[config.mk]
export PLATFORM = sky130hd
export DESIGN_NAME = uart_tx_mmio_flat
export DESIGN_NICKNAME = d
export VERILOG_FILES = /design/src/rtl/uart_pkg.sv /design/src/rtl/uart_tx_mmio_if.sv /design/src/rtl/uart_fifo.sv /design/src/rtl/uart_tx_mmio.sv /design/src/flat_wrapper.sv
export SDC_FILE = /design/constraint.sdc
export NUM_CORES = 1
export LEC_CHECK = 0
export ABC_AREA = 0
export CAP_MARGIN = 40
export CORE_MARGIN = 1.5
export CORE_UTILIZATION = 40
export CTS_CLUSTER_DIAMETER = 120
export DETAILED_ROUTE_END_ITERATION = 7
export GPL_TIMING_DRIVEN = 0
export SETUP_SLACK_MARGIN = 0.3
export SKIP_CTS_REPAIR_TIMING = 1
export SLEW_MARGIN = 20
export SYNTH_ARGS = -nofsm -noshare
export SYNTH_HDL_FRONTEND = slang
export SYNTH_SLANG_ARGS = --single-unit
[constraint.sdc]
create_clock -name clk -period 9.8 [get_ports clk]
set_input_delay 0.98 -clock clk [delete_from_list [all_inputs] [get_ports clk]]
set_output_delay 0.98 -clock clk [all_outputs]
set_load 0.1 [all_outputs]
[src/rtl/uart_pkg.sv]
// ---------------------------------------------------------------------------
// uart_pkg
// Shared definitions for the memory-mapped UART transmitter:
//   - register offsets (address[3:2]) of the 16-byte window
//   - STATUS register bit positions
//   - transmit FSM state encoding
//   - minimum baud divisor and a helper that enforces it
// ---------------------------------------------------------------------------
package uart_pkg;

  localparam logic [1:0] OFF_TXDATA  = 2'd0;
  localparam logic [1:0] OFF_STATUS  = 2'd1;
  localparam logic [1:0] OFF_BAUDDIV = 2'd2;

  localparam int STAT_BUSY     = 0;
  localparam int STAT_FULL     = 1;
  localparam int STAT_EMPTY    = 2;
  localparam int STAT_OVERFLOW = 3;

  typedef enum logic [1:0] {
    ST_IDLE  = 2'd0,
    ST_START = 2'd1,
    ST_DATA  = 2'd2,
    ST_STOP  = 2'd3
  } tx_state_e;

  // A divisor of 0 or 1 would make a bit last less than the counter can
  // express, so the smallest usable divisor is 2.
  localparam logic [15:0] MIN_DIV = 16'd2;

  function automatic logic [15:0] clamp_div(input logic [15:0] value);
    return (value < MIN_DIV) ? MIN_DIV : value;
  endfunction

endpackage

[src/rtl/uart_tx_mmio_if.sv]
// ---------------------------------------------------------------------------
// uart_tx_mmio_if
// Core memory bus as seen by the UART register window. No wait states:
// every access completes in the cycle it is presented.
//   memory_read   read strobe from core
//   memory_write  write strobe from core
//   address       byte address from core
//   write_data    store data from core
//   read_data     load data to core (combinational in the slave)
// ---------------------------------------------------------------------------
interface uart_tx_mmio_if;

  logic        memory_read;
  logic        memory_write;
  logic [31:0] address;
  logic [31:0] write_data;
  logic [31:0] read_data;

  modport master (
    output memory_read, memory_write, address, write_data,
    input  read_data
  );

  modport slave (
    input  memory_read, memory_write, address, write_data,
    output read_data
  );

endinterface

[src/rtl/uart_fifo.sv]
// ---------------------------------------------------------------------------
// uart_fifo
// Synchronous byte FIFO, first-word-fall-through (dout shows the head entry
// whenever empty is low).
//   clk, reset  clock and synchronous active-high reset
//   push, din   write request and byte; ignored while full
//   pop         read request; ignored while empty
//   dout        head entry
//   full, empty occupancy flags
// FIFO_DEPTH must be a power of two and at least 2 so pointers wrap freely.
// ---------------------------------------------------------------------------
module uart_fifo #(
  parameter int FIFO_DEPTH = 8
) (
  input  logic       clk,
  input  logic       reset,
  input  logic       push,
  input  logic       pop,
  input  logic [7:0] din,
  output logic [7:0] dout,
  output logic       full,
  output logic       empty
);

  localparam int AW = $clog2(FIFO_DEPTH);
  localparam logic [AW:0] DEPTH_C = (AW + 1)'(FIFO_DEPTH);

  logic [7:0]    mem_q [FIFO_DEPTH];
  logic [AW-1:0] wr_ptr_q;
  logic [AW-1:0] rd_ptr_q;
  logic [AW:0]   count_q;
  logic          do_push;
  logic          do_pop;

  assign full    = (count_q == DEPTH_C);
  assign empty   = (count_q == '0);
  assign do_push = push && !full;
  assign do_pop  = pop && !empty;
  assign dout    = mem_q[rd_ptr_q];

  // NOTE: the storage array is deliberately left out of reset; the pointers
  // and count define which entries are valid, and a reset-free array maps
  // onto plain RAM/flops without a wide reset tree.
  always_ff @(posedge clk) begin
    if (do_push) mem_q[wr_ptr_q] <= din;
  end

  // NOTE: sequential state is always updated with non-blocking assignments
  // so every flop samples pre-edge values regardless of statement order.
  always_ff @(posedge clk) begin
    if (reset) begin
      wr_ptr_q <= '0;
      rd_ptr_q <= '0;
      count_q  <= '0;
    end else begin
      if (do_push) wr_ptr_q <= wr_ptr_q + 1'b1;
      if (do_pop)  rd_ptr_q <= rd_ptr_q + 1'b1;
      case ({do_push, do_pop})
        2'b10:   count_q <= count_q + 1'b1;
        2'b01:   count_q <= count_q - 1'b1;
        default: count_q <= count_q;
      endcase
    end
  end

endmodule

[src/rtl/uart_tx_mmio.sv]
// ---------------------------------------------------------------------------
// uart_tx_mmio
// Memory-mapped 8N1 UART transmitter (LSB first) with a small TX FIFO.
//   clk, reset  clock and synchronous active-high reset
//   bus         slave side of the core memory bus (uart_tx_mmio_if)
//   tx          registered serial output, idle high
// Register window (address[3:2]) at BASE_ADDRESS:
//   0 TXDATA  W  push write_data[7:0]; reads 0
//   1 STATUS  R  {overflow, empty, full, busy}; any write clears overflow
//   2 BAUDDIV RW divisor in bits[15:0], written values below 2 become 2
//   3 -          reads 0, writes ignored
// ---------------------------------------------------------------------------
module uart_tx_mmio
  import uart_pkg::*;
#(
  parameter logic [31:0] BASE_ADDRESS = 32'h0000_1000,
  parameter int          CLK_FREQ     = 25000000,
  parameter int          BAUD_RATE    = 115200,
  parameter int          FIFO_DEPTH   = 8
) (
  input  logic           clk,
  input  logic           reset,
  uart_tx_mmio_if.slave  bus,
  output logic           tx
);

  localparam logic [15:0] RESET_DIV = 16'(CLK_FREQ / BAUD_RATE);

  logic        sel;
  logic [1:0]  offset;
  logic        wr_en;
  logic        push;
  logic        pop;
  logic        fifo_full;
  logic        fifo_empty;
  logic [7:0]  fifo_dout;
  logic        bit_end;
  logic        busy;
  logic [31:0] read_data;
  logic        unused_bits;

  logic [15:0] baud_div_q;
  logic        overflow_q;
  tx_state_e   state_q;
  logic [7:0]  shift_q;
  logic [2:0]  bit_idx_q;
  logic [15:0] baud_cnt_q;
  logic [15:0] div_act_q;
  logic        tx_q;

  assign sel    = (bus.address[31:4] == BASE_ADDRESS[31:4]);
  assign offset = bus.address[3:2];
  assign wr_en  = bus.memory_write && sel;
  assign push   = wr_en && (offset == OFF_TXDATA);
  assign busy   = (state_q != ST_IDLE);

  // Byte lanes and low address bits the register map never looks at.
  assign unused_bits = ^{bus.address[1:0], bus.write_data[31:16]};

  // The frame uses the divisor latched at its start, so BAUDDIV writes
  // mid-frame only affect later frames.
  assign bit_end = (baud_cnt_q == div_act_q - 16'd1);

  // Pop in IDLE, or at the very end of a stop bit so the next start bit
  // follows with no idle gap.
  assign pop = !fifo_empty &&
               ((state_q == ST_IDLE) || ((state_q == ST_STOP) && bit_end));

  uart_fifo #(.FIFO_DEPTH(FIFO_DEPTH)) u_fifo (
    .clk   (clk),
    .reset (reset),
    .push  (push),
    .pop   (pop),
    .din   (bus.write_data[7:0]),
    .dout  (fifo_dout),
    .full  (fifo_full),
    .empty (fifo_empty)
  );

  // Register writes. A push while full is dropped inside the FIFO and only
  // leaves its trace here as the sticky overflow flag.
  always_ff @(posedge clk) begin
    if (reset) begin
      baud_div_q <= RESET_DIV;
      overflow_q <= 1'b0;
    end else if (wr_en) begin
      case (offset)
        OFF_TXDATA:  if (fifo_full) overflow_q <= 1'b1;
        OFF_STATUS:  overflow_q <= 1'b0;
        OFF_BAUDDIV: baud_div_q <= clamp_div(bus.write_data[15:0]);
        default:     ;
      endcase
    end
  end

  // Transmit FSM; tx is registered so the line never glitches.
  always_ff @(posedge clk) begin
    if (reset) begin
      state_q    <= ST_IDLE;
      tx_q       <= 1'b1;
      shift_q    <= '0;
      bit_idx_q  <= '0;
      baud_cnt_q <= '0;
      div_act_q  <= RESET_DIV;
    end else begin
      case (state_q)
        ST_IDLE: begin
          tx_q <= 1'b1;
          if (pop) begin
            shift_q    <= fifo_dout;
            div_act_q  <= baud_div_q;
            bit_idx_q  <= '0;
            baud_cnt_q <= '0;
            tx_q       <= 1'b0;
            state_q    <= ST_START;
          end
        end
        ST_START: begin
          if (bit_end) begin
            baud_cnt_q <= '0;
            tx_q       <= shift_q[0];
            state_q    <= ST_DATA;
          end else begin
            baud_cnt_q <= baud_cnt_q + 16'd1;
          end
        end
        ST_DATA: begin
          if (bit_end) begin
            baud_cnt_q <= '0;
            shift_q    <= shift_q >> 1;
            if (bit_idx_q == 3'd7) begin
              tx_q    <= 1'b1;
              state_q <= ST_STOP;
            end else begin
              // shift_q[1] is the bit that shift_q[0] becomes after the shift.
              tx_q      <= shift_q[1];
              bit_idx_q <= bit_idx_q + 3'd1;
            end
          end else begin
            baud_cnt_q <= baud_cnt_q + 16'd1;
          end
        end
        ST_STOP: begin
          if (bit_end) begin
            baud_cnt_q <= '0;
            if (pop) begin
              shift_q   <= fifo_dout;
              div_act_q <= baud_div_q;
              bit_idx_q <= '0;
              tx_q      <= 1'b0;
              state_q   <= ST_START;
            end else begin
              state_q <= ST_IDLE;
            end
          end else begin
            baud_cnt_q <= baud_cnt_q + 16'd1;
          end
        end
        default: state_q <= ST_IDLE;
      endcase
    end
  end

  // NOTE: read_data gets a default before the case so every path assigns it
  // and no latch is inferred.
  always_comb begin
    read_data = '0;
    if (bus.memory_read && sel) begin
      case (offset)
        OFF_STATUS: begin
          read_data[STAT_BUSY]     = busy;
          read_data[STAT_FULL]     = fifo_full;
          read_data[STAT_EMPTY]    = fifo_empty;
          read_data[STAT_OVERFLOW] = overflow_q;
        end
        OFF_BAUDDIV: read_data[15:0] = baud_div_q;
        default:     ;
      endcase
    end
  end

  assign bus.read_data = read_data;
  assign tx            = tx_q;

endmodule
[src/flat_wrapper.sv]
// flat-port wrapper written by rule: the top's interface ports become plain ports
module uart_tx_mmio_flat import uart_pkg::*;
#(
  parameter logic [31:0] BASE_ADDRESS = 32'h0000_1000,
  parameter int          CLK_FREQ     = 25000000,
  parameter int          BAUD_RATE    = 115200,
  parameter int          FIFO_DEPTH   = 8
)
  (clk, reset, tx, bus_memory_read, bus_memory_write, bus_address, bus_write_data, bus_read_data);
  uart_tx_mmio_if bus_i ();
  input  logic clk;
  input  logic reset;
  output logic tx;
  input wire logic [$bits(bus_i.memory_read)-1:0] bus_memory_read;
  input wire logic [$bits(bus_i.memory_write)-1:0] bus_memory_write;
  input wire logic [$bits(bus_i.address)-1:0] bus_address;
  input wire logic [$bits(bus_i.write_data)-1:0] bus_write_data;
  output wire logic [$bits(bus_i.read_data)-1:0] bus_read_data;
  assign bus_i.memory_read = bus_memory_read;
  assign bus_i.memory_write = bus_memory_write;
  assign bus_i.address = bus_address;
  assign bus_i.write_data = bus_write_data;
  assign bus_read_data = bus_i.read_data;
  uart_tx_mmio #(.BASE_ADDRESS(BASE_ADDRESS), .CLK_FREQ(CLK_FREQ), .BAUD_RATE(BAUD_RATE), .FIFO_DEPTH(FIFO_DEPTH)) u_core (.clk(clk), .reset(reset), .bus(bus_i), .tx(tx));
endmodule
### After elaboration in Yosys (flattened, before gate mapping)

Memory sizes are Yosys's and may differ from the RTL's. A register that Yosys moved wholly into a read port is not among the register bits.
Cells that the tools add are included.

| operators by class | value |
|---|---|
| reduce and logical (&&, ||, !) cells | 26 |
| order comparisons | 1 |
| equality and inequality tests | 19 |
| muxes and demuxes | 40 |
| $add $sub $neg | 7 |

Operator list:

| operator | number |
|---|---|
| 2-to-1 mux 16 bit | 6 |
| case mux 16 bit (2 select lines) | 2 |
| equality test 28 x 9 -> 1 bit (second input constant) | 1 |
| 2-to-1 mux 8 bit | 3 |
| case mux 8 bit (3 select lines) | 1 |
| 2-to-1 mux 3 bit | 6 |
| adder 16 x 1 -> 16 bit (second input constant) | 1 |
| equality test 16 bit | 1 |
| < comparator 16 x 2 -> 1 bit (second input constant) | 1 |
| case mux 4 bit (2 select lines) | 2 |
| subtractor 16 x 1 -> 16 bit (second input constant) | 1 |
| 2-to-1 mux 12 bit | 1 |
| 2-to-1 mux 1 bit | 10 |
| 2-to-1 mux 2 bit | 5 |
| inequality test 2 x 1 -> 1 bit (second input constant) | 5 |
| adder 3 x 1 -> 3 bit (second input constant) | 3 |
| case mux 3 bit (3 select lines) | 1 |
| equality test 2 bit (second input constant) | 4 |
| case mux 2 bit (4 select lines) | 1 |
| AND reduction 4 bit | 2 |
| nonzero test 2 bit | 4 |
| logical AND 1 bit | 7 |
| equality test 2 x 1 -> 1 bit (second input constant) | 3 |
| inequality test 2 bit (second input constant) | 3 |
| other kinds (15) | 19 |

| word-level totals | value |
|---|---|
| bits of input ports | 68 |
| bits in registers | 73 |
| bits in writable memories | 64 |
| word-level logic and storage cells | 105 |
| memories kept | 1 |

Memories:

| memory | words | width | read ports | clocked after Yosys merged registers in | wr ports | RTL line | text |
|---|---|---|---|---|---|---|---|
| u_core.u_fifo.mem_q | 8 | 8 | 1 | 1 | 1 | uart_fifo.sv:28 | `logic [7:0] mem_q [FIFO_DEPTH];` |

### Longest topological paths before layout

Gate-level depths: netlist (run 1).

| logic depth | value |
|---|---|
| depth in word-level cells | 8 |
| gate-level depth with buffers | 17 |
| depth with buffers taken out | 15 |

### Modules after synthesis

A second synthesis (run 1) with hierarchy kept.

| unflattened totals | value |
|---|---|
| cell total of the unflattened synthesis | 662 |
| area, all modules | 7155.6 µm² |

Modules (own cells, without submodules):

| module | area an instance (µm²) | cells each | times used |
|---|---|---|---|
| uart_tx_mmio | 4003.8 | 495 | 1 |
| uart_fifo | 3151.8 | 167 | 1 |

### Worst setup path after synthesis (run 1)

No wires, ideal clock.

| timing path | value |
|---|---|
| path type | input port to output port |
| start | input bus_address[13] |
| end | output bus_read_data[0] |
| cell stages on the path | 5 |
| buffers on the path | 0 |
| data arrival time | 2933 ps |
| data required time | 8820 ps |
| path slack | 5887 ps |
| cell sequence | nor4b_1 > nand4_1 > nor2_1 > nand3_1 > nor2_1 |

| on the way | value |
|---|---|
| word-level cells in the longest chain between the ends | 3 |

Ends and longest elaborated chain:

| element | RTL line | text |
|---|---|---|
| start, declared | flat_wrapper.sv:16 | `input wire logic [$bits(bus_i.address)-1:0] bus_address;` |
| equality test 28 x 9 -> 1 bit | uart_tx_mmio.sv:51 | `assign sel = (bus.address[31:4] == BASE_ADDRESS[31:4]);` |
| logical AND 1 bit | uart_tx_mmio.sv:168 | `if (bus.memory_read && sel) begin` |
| 2-to-1 mux 16 bit | uart_tx_mmio.sv:168 |  |
| end, declared | flat_wrapper.sv:18 | `output wire logic [$bits(bus_i.read_data)-1:0] bus_read_data;` |

Every way passes these cells.

### Final worst setup path (run 1)

| timing path | value |
|---|---|
| start | input bus_address[13] |
| end | output bus_read_data[8] |

The elaborated chain is that of the path after synthesis.

==> summary.txt, run 1 <==
Outcome
  • Status: complete, no violations

Route
  • DR vias: 5835
  • Final WL: 18700 microns
  • Residual DRC: 0
  • Vias per std cell: 5.56
  • Routed Antenna Nets: 0
  • Routed len/inst: 17.9 microns
  • DRT Pass-1 Iters: 7
  • Iteration-0 DRC Markers: 404

Setup path
  • CP max FO: 10
  • Nature of the critical path startpoint: primary input
  • R2r startpoint: u_core.div_act_q[3]
  • Setup crit end kind: output port
  • CP Class: primary input to output port
  • CP Data Required Time: 8.82 ns
  • Reg2reg setup slack: 5.40 ns
  • R2R depth: 14
  • Crit Reg-Reg Endpoint: u_core.u_fifo.count_q[3]
  • Critical Path AT: 3.61 ns

GRT
  • Most used routing layer: met2
  • Initial antenna violation count: 0
  • M2 GR Usage: 35.1%
  • Met3 usage: 4.89%
  • Number of global-route vias before repair: 5542
  • First-pass GRT wire length: 29600 microns
  • Total grt overflow: 0
  • Largest net degree at the start of global routing: 19
  • GRT Total Usage: 21.0%
  • M1 GR Usage: 27.4%

Synth
  • Asr flop ratio synth: 0%
  • Cell with the most instances after synthesis: dfxtp_1
  • Top cell type by total area after synthesis: edfxtp_1
  • Syn. warnings: 0
  • Mapped Cells: 686
  • Mean Syn Cell Area: 10.4 sq um
  • Share of the synthesized area in the top cell type: 26.8%
  • Mapped cell area: 7160 sq um
  • Dominant cells by area after synthesis: edfxtp_1 (27%), dfxtp_1 (21%), mux4_2 (5.0%)
  • Sequential fraction of the synthesis area: 48.1%
  • Post-synth top cells: dfxtp_1 (76), edfxtp_1 (64), nand3_1 (52)
  • Post-synth EDFFs: 64
  • Yosys reg bits: 140
  • Cell variety after synth: 66
  • Prevailing post-synth register cell: dfxtp_1

Floorplan
  • Chip Width: 137 microns
  • Die ar.: 18700 sq um
  • Initial Util: 41.1%
  • Die Y: 137 microns
  • Num rows: 48
  • Core area: 17400 sq um
  • # IOs: 101

Power
  • Logic gate share of total power: 12.2%
  • Peak supply drop: 0.148 mV
  • Tot Pwr: 1.44 mW
  • Power Internal: 1.02 mW
  • Clk pwr share: 44.8%
  • Leakage power: 3.28 nW
  • Reg power frac: 43.0%
  • P per Cell Area: 158 nW/um^2
  • Sw Share: 29.2%
  • Sw Pwr: 0.422 mW

Place
  • Hpwl dp: 13900 microns
  • Placed cell count: 1013
  • IO buf count: 66
  • Final GP Congestion: 0.828

Timing
  • Hold Vio Cnt, Final: 0
  • Max_slew headroom: 43.6%
  • Max Freq: 218 MHz
  • Period minus WS final: 4.59 ns
  • RSZ-0062 raised after global routing: false
  • Setup Skew: 0.0129 ns
  • Slew Viols, Final: 0
  • Final setup fails: 0
  • Final period util: 46.8%
  • Setup Total Neg Slack: 0 ns
  • Worst Tran Pin Value: 0.843 ns

CTS
  • CTS tree: yes
  • CTS Buf Count: 17
  • Sink Count: 140
  • Root Buffer Master: clkbuf_16
  • Worst-path clk slew: 0.07 ns
  • Skew-Pair Late Insertion Delay: 0.42 ns
  • Clock buffer depth: 2
  • H-tree levels: 4

Job
  • Max-cap violations: 0

Layout
  • Nets: 898
  • Post-Layout Cell Count: 1049
  • Fillers: 1549
  • Area grow syn2layout: 27.2%
  • Layout cell share with drive strength beyond 1: 14.4%
  • Final antenna diode count: 0

Hold path
  • Hold_sp: u_core.bit_idx_q[2]
  • Hold crit path type: register to register
  • Hold endpoint: u_core.bit_idx_q[2]
  • Hold path cells: 2
==> flip-flops by register name, summed over array words and instances, names as in the netlist, named ones only <==
signal                  count
u_core.u_fifo.mem_q        64
u_core.baud_cnt_q          16
u_core.baud_div_q          16
u_core.div_act_q           16
u_core.shift_q              8
u_core.u_fifo.count_q       4
u_core.bit_idx_q            3
u_core.u_fifo.rd_ptr_q      3
u_core.u_fifo.wr_ptr_q      3
u_core.state_q              2
u_core.overflow_q           1
u_core.tx                   1
==> power groups by stage <==
stage,Clock [mW],Sequential (mW),Combinational (mW)
final,0.647,0.620,0.176
after global routing,0.683,0.621,0.192
after CTS,0.656,0.620,0.176
after detailed placement,0,0.634,0.175
after global placement,0,0.634,0.167
after floorplan,0,0.643,0.105
==> layout make-up <==
class | instances | area (sq um) | share of cell area [%]
buffer | 59 | 322 | 3.53
clock buffer | 17 | 425 | 4.67
clock inverter | 15 | 189 | 2.07
inverter | 20 | 75.1 | 0.824
multi-input combinational | 482 | 3390 | 37.2
sequential | 140 | 3440 | 37.8
tap | 225 | 282 | 3.09
timing repair buffer | 91 | 987 | 10.8
==> critical path: stages <==
cell             delay [ns]
clkdlybuf4s50_1        0.39
nor4b_1                0.42
nand4_1                0.17
nor2_1                 0.17
and3_1                 0.21
clkbuf_1               0.31
and2_1                 0.21
clkdlybuf4s50_1        0.53
buf_8                  0.21
==> cells in the final DEF (no fill, tap or decap), types with 4 or more instances in the layout <==
cell type	count
mux4_2	16
edfxtp_1	64
buf_6	4
clkbuf_16	17
nor2_1	42
nand2b_1	9
buf_8	16
nor3b_1	7
xor2_1	12
buf_1	5
dfxtp_1	76
ha_1	18
clkbuf_1	27
or3_1	4
clkdlybuf4s50_1	66
nand4_1	10
a211oi_1	4
inv_1	20
and2_1	14
or4_1	4
nand3_1	52
nor3_1	10
a31oi_1	9
inv_8	5
xnor2_1	15
o211ai_1	18
and3_1	8
a22oi_1	12
a41oi_1	4
nor4_1	15
mux2i_1	24
a21oi_1	37
buf_2	7
nand2_1	46
o21ai_0	28
buf_4	24
clkinv_8	6
conb_1	16
==> stage by stage <==
stage                     hold WS [ns]  instance area [sq um]  setup WS (ns)  util [%]
final                            0.468                   9110           5.21      52.3
after global routing             0.483                   9110           4.91      52.3
after floorplan                  0.440                   7220           5.89         -
after CTS                        0.474                   9080           5.14      52.1
after detailed placement         0.460                   8470           5.15      48.6
after global placement           0.448                   8160           4.77      46.8
==> cell families after synthesis <==
logic type      count (synthesis)  synth area share (%)
buf+inv                        79                  5.54
fa+ha+maj                      19                  3.43
compound gates                138                  12.9
other cells                     1                0.0524
flops                         140                  48.1
mux                            40                  8.39
xor+xnor                       27                  3.30
simple gates                  242                  18.3
==> worst max-delay path by stage <==
| stage | startpoint | endpoint | slack (ns) | depth (start not counted) |
|---|---|---|---|---|
| 3_3_place_gp | bus_address[13] | bus_read_data[9] | 4.77 | 8 |
| 5_1_grt | bus_address[13] | bus_read_data[8] | 4.91 | 9 |
| 4_1_cts | bus_address[13] | bus_read_data[8] | 5.14 | 9 |
| 6_report | bus_address[13] | bus_read_data[8] | 5.21 | 9 |
| 2_1_floorplan | bus_address[13] | bus_read_data[0] | 5.89 | 5 |
| 3_5_place_dp | bus_address[13] | bus_read_data[8] | 5.15 | 9 |
==> per-layer routing <==
metal  up-vias  routed length, microns
li1       2806                       -
met1      2812                    8460
met2       196                    9120
met3        21                     935
met4         0                     227
met5         -                       0
Note: power is estimated with default switching activity, not from simulation.
==> inputs of run 2 (changes only) <==
==> constraint.sdc (replaced) <==
create_clock -name clk -period 4.3 [get_ports clk]
set_input_delay 0.43 -clock clk [delete_from_list [all_inputs] [get_ports clk]]
set_output_delay 0.43 -clock clk [all_outputs]
set_load 0.1 [all_outputs]
==> summary.txt, run 2 (same netlist as run 1, synthesis figures left out) <==
Floorplan
  • # IOs: 101
  • Initial Util: 41.1%
  • Chip Width: 137 microns
  • Die ar.: 18700 sq um
  • Num rows: 48
  • Core area: 17400 sq um
  • Die Y: 137 microns

Layout
  • Layout cell share with drive strength beyond 1: 15.7%
  • Commonest non-fill, non-tap cells in the layout: dfxtp_1 (76), clkdlybuf4s50_1 (66), edfxtp_1 (64)
  • Final antenna diode count: 0
  • Nets: 903
  • Largest reg by FF count: u_core.u_fifo.mem_q
  • Layout Utilization: 52.9%
  • Leading cell type in the layout, fill and taps excluded: dfxtp_1
  • Fillers: 1546
  • Seq. cell area: 3440 sq um
  • Max reg flops: 64
  • Multi-input logic area: 3450 sq um
  • Area grow syn2layout: 28.6%

Power
  • P per Cell Area: 360 nW/um^2
  • Tot Pwr: 3.32 mW
  • Leakage power: 3.31 nW
  • Clk pwr share: 44.5%
  • Reg power frac: 42.6%
  • Peak supply drop: 0.337 mV
  • Power Internal: 2.34 mW
  • Sw Pwr: 0.972 mW
  • Logic gate share of total power: 12.9%
  • Sw Share: 29.3%

GRT
  • Total grt overflow: 0
  • Initial antenna violation count: 0
  • First-pass GRT wire length: 29600 microns
  • GRT Total Usage: 21.0%
  • Number of global-route vias before repair: 5542
  • Largest net degree at the start of global routing: 19

Timing
  • Max Freq: 266 MHz
  • Hold slack: 0.468 ns
  • Final period util: 87.4%
  • Hold Vio Cnt, Final: 0
  • Period minus WS final: 3.76 ns
  • Worst Tran Pin Value: 0.855 ns
  • Final setup fails: 0
  • Max_slew headroom: 42.8%
  • Setup Skew: 0.0166 ns
  • RSZ-0062 raised after global routing: false
  • Slew Viols, Final: 0

Setup path
  • Crit path to: u_core.u_fifo.count_q[3]
  • CP Data Required Time: 4.65 ns
  • Nature of the critical path startpoint: register
  • Setup crit end kind: register
  • Crit Reg-Reg Endpoint: u_core.u_fifo.count_q[3]
  • CP Class: register to register
  • R2R depth: 14
  • R2r startpoint: u_core.div_act_q[3]
  • CP startpoint: u_core.div_act_q[3]
  • CP max FO: 10
  • Critical Path AT: 4.11 ns
  • Reg2reg setup slack: 0.54 ns

Outcome
  • Status: complete, no violations

CTS
  • Sink Count: 140
  • Skew-Pair Late Insertion Delay: 0.42 ns
  • CTS tree: yes
  • CTS Buf Count: 17
  • Clock buffer depth: 2
  • H-tree levels: 4
  • Root Buffer Master: clkbuf_16
  • Worst-path clk slew: 0.07 ns

Place
  • Hpwl dp: 13900 microns
  • Final GP Congestion: 0.828
  • IO buf count: 66

Route
  • Iteration-0 DRC Markers: 408
  • Routed Antenna Nets: 0
  • DRT Pass-1 Iters: 5
  • Vias per std cell: 5.57
  • DR vias: 5868
  • Routed len/inst: 18.0 microns
  • Final WL: 18900 microns
  • Residual DRC: 0

Hold path
  • Hold_sp: u_core.bit_idx_q[2]
  • Hold crit path type: register to register

Job
  • Max-cap violations: 0
[run 2: worst max-delay path, stage by stage (launching register included)]
cell and delay (ns):
dfxtp_1 0.31, buf_6 0.14, nor4_4 0.57, nand4_1 0.25, xnor2_1 0.40, nor2_1 0.17
a41oi_4 0.29, nor2_1 0.09, ha_1 0.25, ha_1 0.31, a21o_1 0.20, a21oi_1 0.17
xnor2_1 0.10, or3_1 0.30, a21oi_1 0.13
[run 2: cell type report]
cell class / instances / area share, %
sequential: 140 / 37.4
buffer: 59 / 3.49
clock inverter: 15 / 2.05
clock buffer: 17 / 4.62
timing repair buffer: 96 / 11.1
multi-input combinational: 482 / 37.4
tap: 225 / 3.06
inverter: 20 / 0.815
[run 2: power by group through the flow]
stage	combinational, mW	sequential (mW)	clock, mW
floorplan	0.239	1.46	0
global placement	0.381	1.44	0
detailed placement	0.399	1.44	0
CTS	0.400	1.41	1.50
global route	0.459	1.41	1.56
finish	0.427	1.41	1.47
[run 2: metrics by stage]
step	instance area, sq um	setup TNS [ns]	std cells	setup slack, ns
2_1_floorplan	7220	0	701	0.721
3_5_place_dp	8470	-0.0458	1013	-0.0458
3_3_place_gp	8160	0	992	0.0149
4_1_cts	9080	-0.0704	1045	-0.0704
6_report	9210	0	1054	0.544
5_1_grt	9210	0	1054	0.302
[run 2: layer usage]
metal | global-route usage, % | share of wire, % | vias up
met5 | 0 | 0 | -
met4 | 5.67 | 1.1 | 0
met3 | 4.89 | 4.7 | 19
met2 | 35.1 | 49 | 194
met1 | 27.4 | 45 | 2834
li1 | - | - | 2821
[run 2: how the worst min path moves through the flow]
stage,end,cells past startpoint
final,u_core.bit_idx_q[2],2
after global routing,u_core.bit_idx_q[2],2
after CTS,u_core.bit_idx_q[2],2
after detailed placement,u_core.bit_idx_q[2],2
after global placement,u_core.bit_idx_q[1],2
after floorplan,u_core.bit_idx_q[1],2
==> inputs of run 3 (changes only) <==
--- a/config.mk
+++ b/config.mk
@@ -6,10 +6,10 @@
 export NUM_CORES = 1
 export LEC_CHECK = 0
 export ABC_AREA = 0
-export CAP_MARGIN = 40
 export CORE_MARGIN = 1.5
 export CORE_UTILIZATION = 40
 export CTS_CLUSTER_DIAMETER = 120
+export CTS_CLUSTER_SIZE = 12
 export DETAILED_ROUTE_END_ITERATION = 7
 export GPL_TIMING_DRIVEN = 0
 export SETUP_SLACK_MARGIN = 0.3
==> summary.txt, run 3 (same netlist as run 1, synthesis figures left out) <==
Floorplan
  • Num rows: 48
  • Core area: 17400 sq um
  • # IOs: 101
  • Chip Width: 137 microns
  • Initial Util: 41.1%
  • Die Y: 137 microns
  • Die ar.: 18700 sq um

CTS
  • Sink Count: 140
  • CTS tree: yes
  • Skew-Pair Late Insertion Delay: 0.43 ns
  • Clock buffer depth: 2
  • H-tree levels: 4
  • CTS Buf Count: 17
  • Root Buffer Master: clkbuf_16
  • Worst-path clk slew: 0.07 ns

Layout
  • Post-Layout Cell Count: 1027
  • Final antenna diode count: 0
  • Area grow syn2layout: 23.8%
  • Leading cell type in the layout, fill and taps excluded: dfxtp_1
  • Largest reg by FF count: u_core.u_fifo.mem_q
  • Layout cell share with drive strength beyond 1: 12.8%
  • Nets: 876
  • Commonest non-fill, non-tap cells in the layout: dfxtp_1 (76), edfxtp_1 (64), clkdlybuf4s50_1 (56)
  • Max reg flops: 64

GRT
  • M2 GR Usage: 34.1%
  • Total grt overflow: 0
  • M1 GR Usage: 27.1%
  • Largest net degree at the start of global routing: 19
  • Initial antenna violation count: 0
  • First-pass GRT wire length: 28900 microns
  • Most used routing layer: met2
  • Number of global-route vias before repair: 5409
  • Met3 usage: 4.70%
  • GRT Total Usage: 20.6%

Timing
  • Final setup fails: 0
  • Slew Viols, Final: 0
  • Final period util: 89.3%
  • Period minus WS final: 3.84 ns
  • Max_slew headroom: 32.5%
  • Hold Vio Cnt, Final: 0
  • Setup Skew: 0.00908 ns
  • Worst Tran Pin Value: 1.01 ns
  • Max Freq: 260 MHz
  • RSZ-0062 raised after global routing: true

Setup path
  • Reg2reg setup slack: 0.46 ns
  • CP Data Required Time: 4.65 ns
  • Crit Reg-Reg Endpoint: u_core.u_fifo.count_q[3]
  • Most frequent CP cell: ha_1
  • CP Class: register to register
  • R2R depth: 17
  • CP max FO: 9
  • R2r startpoint: u_core.div_act_q[1]
  • Max incr delay on CP: 0.43 ns
  • Critical Path AT: 4.20 ns
  • Worst-path cell chain: buf_2 > inv_1 > ha_1 > buf_2 > o21ba_2 > a22oi_1 > o22ai_1 > nor4b_2 > a41oi_2 > nor2_1 > ha_1 > ha_1 > a21o_1 > a21oi_1 > xnor2_1 > or3_1 > a21oi_1
  • Setup crit end kind: register
  • Slowest cell on the critical path: nor4b_2
  • Nature of the critical path startpoint: register

Route
  • Iteration-0 DRC Markers: 386
  • DRT Pass-1 Iters: 5
  • DR vias: 5714
  • Routed Antenna Nets: 0
  • Residual DRC: 0
  • Vias per std cell: 5.56
  • Final WL: 18500 microns
  • Routed len/inst: 18.0 microns

Hold path
  • Hold path cells: 2
  • Hold_sp: u_core.bit_idx_q[2]
  • Hold crit path type: register to register
  • Hold endpoint: u_core.bit_idx_q[2]

Power
  • Peak supply drop: 0.300 mV
  • P per Cell Area: 374 nW/um^2
  • Leakage power: 3.31 nW
  • Tot Pwr: 3.31 mW

Job
  • Max-cap violations: 0

Place
  • Final GP Congestion: 0.828
  • IO buf count: 66
  • Placed cell count: 992
  • Hpwl dp: 13700 microns

Outcome
  • Status: complete, no violations
[run 3: critical path, delay by kind of cell (launching register included)]
family                   cells  cell delay (ns)
AO/OA/AOI/OAI                7             1.35
AND/OR/NAND/NOR              3             0.93
adder cells (fa/ha/maj)      3             0.65
buffers and inverters        3             0.44
flip-flops                   1             0.30
XOR/XNOR                     1             0.10
[run 3: per-stage QoR]
stage               cell area (sq um)  hold slack, ns  TNS (ns)  setup WS (ns)  utilization [%]
floorplan                        7220           0.440         0          0.721                -
global placement                 8160           0.448         0         0.0149             46.8
detailed placement               8170           0.463   -0.0489        -0.0489             46.9
CTS                              8770           0.474   -0.0707        -0.0707             50.4
global route                     8860           0.492         0          0.168             50.9
finish                           8860           0.470         0          0.458             50.9
[run 3: metal layers]
layer / routed length (microns) / part of all wire, %
met4: 276 / 1.5
met2: 8970 / 49
met5: 0 / 0
met1: 8210 / 44
met3: 1020 / 5.5
[run 3: area by class of cell]
class	count	area, sq um
plain buffers	59	322
clock inverters	15	176
inverters	20	75.1
clock buffers	17	425
fillers	1584	8560
multi-input cells	482	3430
flip-flops and latches	140	3440
well taps	225	282
repair buffers	69	708
[run 3: where the power goes]
part	total (mW)	switching [mW]	internal [mW]
clock	1.49	0.695	0.791
combinational	0.409	0.268	0.141
sequential	1.41	0.0135	1.40
total	3.31	0.977	2.33
[run 3: worst max path at each step]
stage / from / end / slack [ns] / cells after the start
3_5_place_dp: u_core.div_act_q[3] / u_core.u_fifo.count_q[3] / -0.05 / 14
6_report: u_core.div_act_q[1] / u_core.u_fifo.count_q[3] / 0.46 / 17
5_1_grt: u_core.div_act_q[1] / u_core.u_fifo.count_q[3] / 0.17 / 17
4_1_cts: u_core.div_act_q[3] / u_core.u_fifo.count_q[3] / -0.07 / 14
2_1_floorplan: u_core.div_act_q[1] / u_core.u_fifo.count_q[3] / 0.72 / 17
3_3_place_gp: u_core.div_act_q[4] / u_core.u_fifo.count_q[3] / 0.01 / 14
